File: src/rtl/dlfloat_pkg.sv
// Shared DLFloat16 constants and the operand loader state encoding.
package dlfloat_pkg;

  localparam int unsigned DLF_W      = 16;
  localparam int unsigned DLF_EXP_W  = 6;
  localparam int unsigned DLF_MANT_W = 9;
  localparam int unsigned DLF_BIAS   = 31;

  localparam logic [DLF_W-1:0] DLF_NAN  = 16'hFFFF;
  localparam logic [DLF_W-1:0] DLF_ZERO = 16'h0000;

  typedef enum logic [2:0] {
    A_LO = 3'd0,
    A_HI = 3'd1,
    B_LO = 3'd2,
    B_HI = 3'd3,
    HOLD = 3'd4
  } ld_state_e;

endpackage

File: src/rtl/dlfloat_vec_counter.sv
// Pair position counter within a dot-product vector: wraps at VEC_LEN,
// cleared by reset or flush, decodes first/last pair.
module dlfloat_vec_counter #(
  parameter int unsigned VEC_LEN = 4
) (
  input  logic clk,
  input  logic rst,
  input  logic flush,
  input  logic advance,
  output logic first,
  output logic last
);

  localparam int unsigned CNT_W = (VEC_LEN > 1) ? $clog2(VEC_LEN) : 1;
  localparam logic [CNT_W-1:0] LAST_CNT = CNT_W'(VEC_LEN - 1);

  logic [CNT_W-1:0] pair_cnt;

  // Flush takes priority over a handoff so a dropped pair never counts.
  always_ff @(posedge clk) begin
    if (rst || flush) begin
      pair_cnt <= '0;
    end else if (advance) begin
      pair_cnt <= (pair_cnt == LAST_CNT) ? '0 : pair_cnt + CNT_W'(1);
    end
  end

  assign first = (pair_cnt == '0);
  assign last  = (pair_cnt == LAST_CNT);

endmodule

File: src/rtl/dlfloat_operand_loader.sv
// Byte-serial to DLFloat16 operand-pair loader with valid/ready handoff.
// Optional operand zero/NaN flags are built when DLFLOAT_OPCHK_EN is defined.
module dlfloat_operand_loader
  import dlfloat_pkg::*;
#(
  parameter int unsigned VEC_LEN = 4
) (
  input  logic             clk,
  input  logic             rst,
  input  logic [7:0]       byte_in,
  input  logic             byte_valid,
  output logic             byte_ready,
  input  logic             flush,
  output logic [DLF_W-1:0] op_a,
  output logic [DLF_W-1:0] op_b,
  output logic             op_valid,
  input  logic             op_ready,
  output logic             op_first,
  output logic             op_last,
  output logic             op_zero,
  output logic             op_nan
);

  ld_state_e state;
  logic      accept;
  logic      handoff;
  logic      cnt_first;
  logic      cnt_last;

  assign byte_ready = (state != HOLD);
  assign op_valid   = (state == HOLD);
  assign accept     = byte_valid && byte_ready;
  assign handoff    = op_valid && op_ready;

  // Byte assembly FSM; flush restarts the pair but keeps the operand bytes.
  always_ff @(posedge clk) begin
    if (rst) begin
      state <= A_LO;
      op_a  <= '0;
      op_b  <= '0;
    end else if (flush) begin
      state <= A_LO;
    end else begin
      case (state)
        A_LO: if (accept) begin op_a[7:0]  <= byte_in; state <= A_HI; end
        A_HI: if (accept) begin op_a[15:8] <= byte_in; state <= B_LO; end
        B_LO: if (accept) begin op_b[7:0]  <= byte_in; state <= B_HI; end
        B_HI: if (accept) begin op_b[15:8] <= byte_in; state <= HOLD; end
        HOLD: if (op_ready) state <= A_LO;
        default: state <= A_LO;
      endcase
    end
  end

  dlfloat_vec_counter #(
    .VEC_LEN (VEC_LEN)
  ) u_vec_counter (
    .clk     (clk),
    .rst     (rst),
    .flush   (flush),
    .advance (handoff),
    .first   (cnt_first),
    .last    (cnt_last)
  );

  assign op_first = op_valid && cnt_first;
  assign op_last  = op_valid && cnt_last;

`ifdef DLFLOAT_OPCHK_EN
  logic             nan_q;
  logic             zero_q;
  logic             nan_n;
  logic [DLF_W-1:0] b_full;

  assign b_full = {byte_in, op_b[7:0]};
  assign nan_n  = (op_a == DLF_NAN) || (b_full == DLF_NAN);

  // Flags are captured on the final byte, from the operands as they enter HOLD.
  always_ff @(posedge clk) begin
    if (rst) begin
      nan_q  <= 1'b0;
      zero_q <= 1'b0;
    end else if (!flush && (state == B_HI) && accept) begin
      nan_q  <= nan_n;
      zero_q <= !nan_n && ((op_a == DLF_ZERO) || (b_full == DLF_ZERO));
    end
  end

  assign op_nan  = op_valid && nan_q;
  assign op_zero = op_valid && zero_q;
`else
  assign op_nan  = 1'b0;
  assign op_zero = 1'b0;
`endif

endmodule

File: config.mk
export PLATFORM = sky130hd
export DESIGN_NAME = dlfloat_operand_loader
export DESIGN_NICKNAME = d
export VERILOG_FILES = /design/src/rtl/dlfloat_pkg.sv /design/src/rtl/dlfloat_vec_counter.sv /design/src/rtl/dlfloat_operand_loader.sv
export SDC_FILE = /design/constraint.sdc
export NUM_CORES = 1
export LEC_CHECK = 0
export CORE_UTILIZATION = 45
export CTS_BUF_LIST = sky130_fd_sc_hd__clkbuf_8
export CTS_CLUSTER_SIZE = 12
export DETAILED_ROUTE_END_ITERATION = 10
export PLACE_DENSITY = 0.84
export SLEW_MARGIN = 25
export SYNTH_ARGS = -nofsm -noshare
export SYNTH_HDL_FRONTEND = slang
export SYNTH_SLANG_ARGS = --single-unit
File: constraint.sdc
create_clock -name clk -period 2.3 [get_ports clk]
set_input_delay 0.575 -clock clk [delete_from_list [all_inputs] [get_ports clk]]
set_output_delay 0.575 -clock clk [all_outputs]
set_load 0.005 [all_outputs]
After elaboration in Yosys (flattened, before gate mapping)

Cells that the tools add are included.

Output and inout bits: 38
Input bits: 13
Logic and storage cells: 39
Register bits: 37

Bitwise operators: 1
Equality and inequality tests: 11
Reductions and logical operators: 13
Multiplexer cells: 7
Add/sub/neg operators: 1

Operators with widths:

| cell                                                   | number |
|---|---|
| 2-to-1 mux 3 bit                                       | 5 |
| one-hot mux 3 bit (5 select lines)                     | 1 |
| AND reduction 3 bit                                    | 4 |
| inequality test 2 bit (second input constant)          | 4 |
| == test 3 x 2 -> 1 bit (second input constant)         | 2 |
| AND reduction 5 bit                                    | 1 |
| logical AND 1 bit                                      | 4 |
| == test 3 x 1 -> 1 bit (second input constant)         | 1 |
| == test 3 bit (second input constant)                  | 1 |
| logical NOT 3 bit                                      | 1 |
| inequality test 3 bit (second input constant)          | 1 |
| adder 2 x 1 -> 2 bit (second input constant)           | 1 |
| == test 2 bit (second input constant)                  | 1 |
| logical NOT 2 bit                                      | 1 |
| 2-to-1 mux 2 bit                                       | 1 |
| inequality test 2 x 1 -> 1 bit (second input constant) | 1 |
| OR reduction 2 bit                                     | 1 |
| logical OR 1 bit                                       | 1 |
| inverter 1 bit                                         | 1 |

Logic depth before layout (Yosys ltp)

Depth in word-level cells: 4
Mapped depth: 6
Gate-level depth less buffers: 5

By module

From an unflattened synthesis, not the netlist that was laid out.

Cell total of the unflattened synthesis: 150
Area total of the unflattened synthesis: 1609.0 sq um

By module, submodules not included:

| module                 | instances | cells an instance | seq. area each (sq um) | area an instance (sq um) |
|---|---|---|---|---|
| dlfloat_operand_loader | 1         | 139               | 700.7                  | 1493.9 |
| dlfloat_vec_counter    | 1         | 11                | 40.0                   | 115.1 |

Worst setup path after synthesis

No wires, ideal clock.

Path type: register -> output
From: reg state[0]
To: out op_first
Path buffers: 1
Cell stages (with the launch flop): 6
Slack: 0.766 ns
Data required time: 1.725 ns
Arrival: 0.959 ns
Cell sequence: dfxtp_1 -> buf_2 -> nor2_1 -> nand2_1 -> inv_1 -> and2_1

Longest elaborated chain between the ends: 2

RTL lines:

| element                | RTL line                     | RTL |
|---|---|---|
| from (decl)            | dlfloat_operand_loader.sv:24 | `ld_state_e state;` |
| from (signal assigned) | dlfloat_operand_loader.sv:38 | `state <= A_LO;` |
| from (signal assigned) | dlfloat_operand_loader.sv:42 | `state <= A_LO;` |
| from (signal assigned) | dlfloat_operand_loader.sv:45 | `A_LO: if (accept) begin op_a[7:0] <= byte_in; state <= A_HI; end` |
| == test 3 bit          | dlfloat_operand_loader.sv:31 | `assign op_valid = (state == HOLD);` |
| net op_valid           | dlfloat_operand_loader.sv:16 | `output logic op_valid,` |
| logical AND 1 bit      | dlfloat_operand_loader.sv:66 | `assign op_first = op_valid && cnt_first;` |
| to (decl)              | dlfloat_operand_loader.sv:18 | `output logic op_first,` |

The timed path passes the listed nets, and every way through them passes these cells.

Final worst setup path

From: reg state[1]
To: out op_last

Longest elaborated chain between the ends: 2

RTL lines:

| element           | RTL line                     | RTL |
|---|---|---|
| == test 3 bit     | dlfloat_operand_loader.sv:31 |  |
| logical AND 1 bit | dlfloat_operand_loader.sv:67 | `assign op_last = op_valid && cnt_last;` |
| to (decl)         | dlfloat_operand_loader.sv:19 | `output logic op_last,` |

Every way passes these cells.

==> qor.yml <==
clk_latency_ns: 0.28
fillers: 256
critPathSlowestCell: "clkdlybuf4s50_1"
syn-cell-area_um2: 1620
finClkSkew_ns: 0.00318
setup_tns_ns: 0
drive_gt1_frac: 0.0995
antenna_found_initial: 0
finalSetupViolations: 0
die_y_um: 62.0
synth_enable_flop_cells: 0
p_leak_nw: 0.936
outcome: "completed"
cts_hold_buf: 0
max_clock_freq_mhz: 455
async_reset_ff_frac: 0
yosys_warnings: 0
drtIter0Drc: 19
ys_ff_latch: 37
ir_worst_vdd_v: 0.000368
synth.avg_cell_area_um2: 10.6
p_per_area_nw_per_um2: 565
cts_tree: "done"
rows: 21
rsz0062_at_grt: "no"
core-area_um2: 3390
die_area_um2: 3850
initial_core_util: 0.478
grt_max_degree: 42
synth_cell_types: 27
final_common_cell: "clkdlybuf4s50_1"
clk_pin_slew_ns: 0.07
clock_sinks: 37
hold_violations: 0
path_cells: "nor2_4, nand2_1, inv_1, and2_1, clkdlybuf4s50_1"
reg2regPathDepth: 3
ant_nets: 0
required_ns: 1.73
post-dp-hpwl_mm: 2.47
final_util: 0.655
whs_path_depth: 2
cp_data_arrival_time_ns: 1.62
power_w: 0.00125
io_buffers: 48
final_cell_mix: "clkdlybuf4s50_1, nand2b_1, dfxtp_1"
ys.flop_type: "dfxtp_1"
synthCells: 153
vias_per_cell: 4.77
grt_overflow_total: 0
clock_path_buffers: 2
cp_slowest_stage_delay_ns: 0.49
cts_htree_levels: 2
period_share: 0.955
period_minus_slack_ns: 2.20
critPathMaxFanout: 9
routabilityCongestion: 0.793
cp-start-kind: "flop"
fin_ws_ns: 0.105
ys_seq_area_frac: 0.457
grt_first_pass_wirelength_mm: 5.17
io_pins: 51
die_x_um: 62.0
wirelength_mm: 3.34
drc: 0
syn_to_final_growth_pct: 37.0
preCtsSetupSlack_ns: 0.109
first_global_vias: 1135
maxCapViolations: 0
grt_use_total: 0.191
n_antenna_cell: 0
first_pass_iters: 4
ctsRootBufferMaster: "clkbuf_8"
cts_buffers: 5
worst_setup_path_end_kind: "output port"
hold_class: "reg -> reg"
route.vias.total: 1177
wl_per_cell_um: 13.5
drv_slew: 0
path_class: "reg -> out"
final_nets: 215
## sequential cells by signal, summed over array words and instances (netlist names)
signal,cells
u_vec_counter.pair_cnt,2
op_b,16
state,3
op_a,16
## final timing paths
| path | to | from | slack (ns) |
|---|---|---|---|
| max | op_last | state[1]$_SDFFE_PP0P_ | 0.10 |
| max reg2reg | op_a[10]$_SDFFE_PP0P_ | state[2]$_SDFFE_PP0P_ | 0.85 |
| min reg2reg | op_a[6]$_SDFFE_PP0P_ | op_a[6]$_SDFFE_PP0P_ | 0.48 |
| min | op_a[6]$_SDFFE_PP0P_ | op_a[6]$_SDFFE_PP0P_ | 0.48 |
## where the power goes
| group | switching, W | internal, W | total [W] |
|---|---|---|---|
| clock | 0.000217 | 0.000271 | 0.000488 |
| sequential | 0.00000720 | 0.000652 | 0.000659 |
| combinational | 0.0000443 | 0.0000642 | 0.000109 |
| total | 0.000269 | 0.000986 | 0.00125 |
## timing repair
item	4_1_cts	5_1_grt
setup endpoints to repair	2	2
resized for setup	2	1
buffers inserted	0	0
## synth_stat cells, types with 2 or more instances
master | count | area (um^2)
dfxtp_1 | 37 | 741
and2_1 | 2 | 12.5
buf_4 | 2 | 15.0
buf_2 | 3 | 15.0
nand2_1 | 2 | 7.51
inv_1 | 3 | 11.3
ha_1 | 2 | 25.0
nor3_1 | 2 | 10.0
clkbuf_1 | 4 | 15.0
nand2b_1 | 41 | 257
buf_6 | 2 | 22.5
nand3b_2 | 2 | 22.5
nor2_1 | 4 | 15.0
mux2i_1 | 34 | 340
## critical path: cells and delay by family, from the launching register on
family	cells	cell delay, ns
simple gates	3	0.35
buf+inv	2	0.60
flops	1	0.39
## per-stage QoR
stage / cell area [um^2] / hold WS, ns / std cells
after floorplan: 1630 / 0.465 / 154
after global routing: 2220 / 0.499 / 247
after detailed placement: 2110 / 0.463 / 239
final: 2220 / 0.479 / 247
after CTS: 2220 / 0.481 / 247
after global placement: 2110 / 0.462 / 239
## metal layers
layer | GRT usage | share of wire | wire length, um
met5 | 0 | 0 | 0
met4 | 0.0921 | 0.017 | 56
met1 | 0.227 | 0.45 | 1490
met2 | 0.319 | 0.50 | 1660
met3 | 0.0518 | 0.039 | 130
## logic make-up (layout without fill, tap and decap cells)
logic type                 after synthesis  after routing  synth area share
adders and majority gates                2              2            0.0154
DFF                                     37             37             0.457
xor gates and xnor gates                 2              2            0.0108
muxes                                   34             34             0.210
other                                    1              2           0.00231
AOI/OAI and AO/OA                        1              1           0.00308
and+or+nand+nor                         62             62             0.253
buffers and inverters                   14             61            0.0486
## area by class of cell
cell class,count,area [um^2],area share
inverters,3,11.3,0.00507
repair buffers,50,495,0.223
clock inverters,1,5.00,0.00225
flip-flops and latches,37,742,0.334
clock buffers,7,96.3,0.0434
well taps,46,57.6,0.0259
multi-input cells,103,813,0.366
No activity file was read; power rests on OpenSTA's default activity.
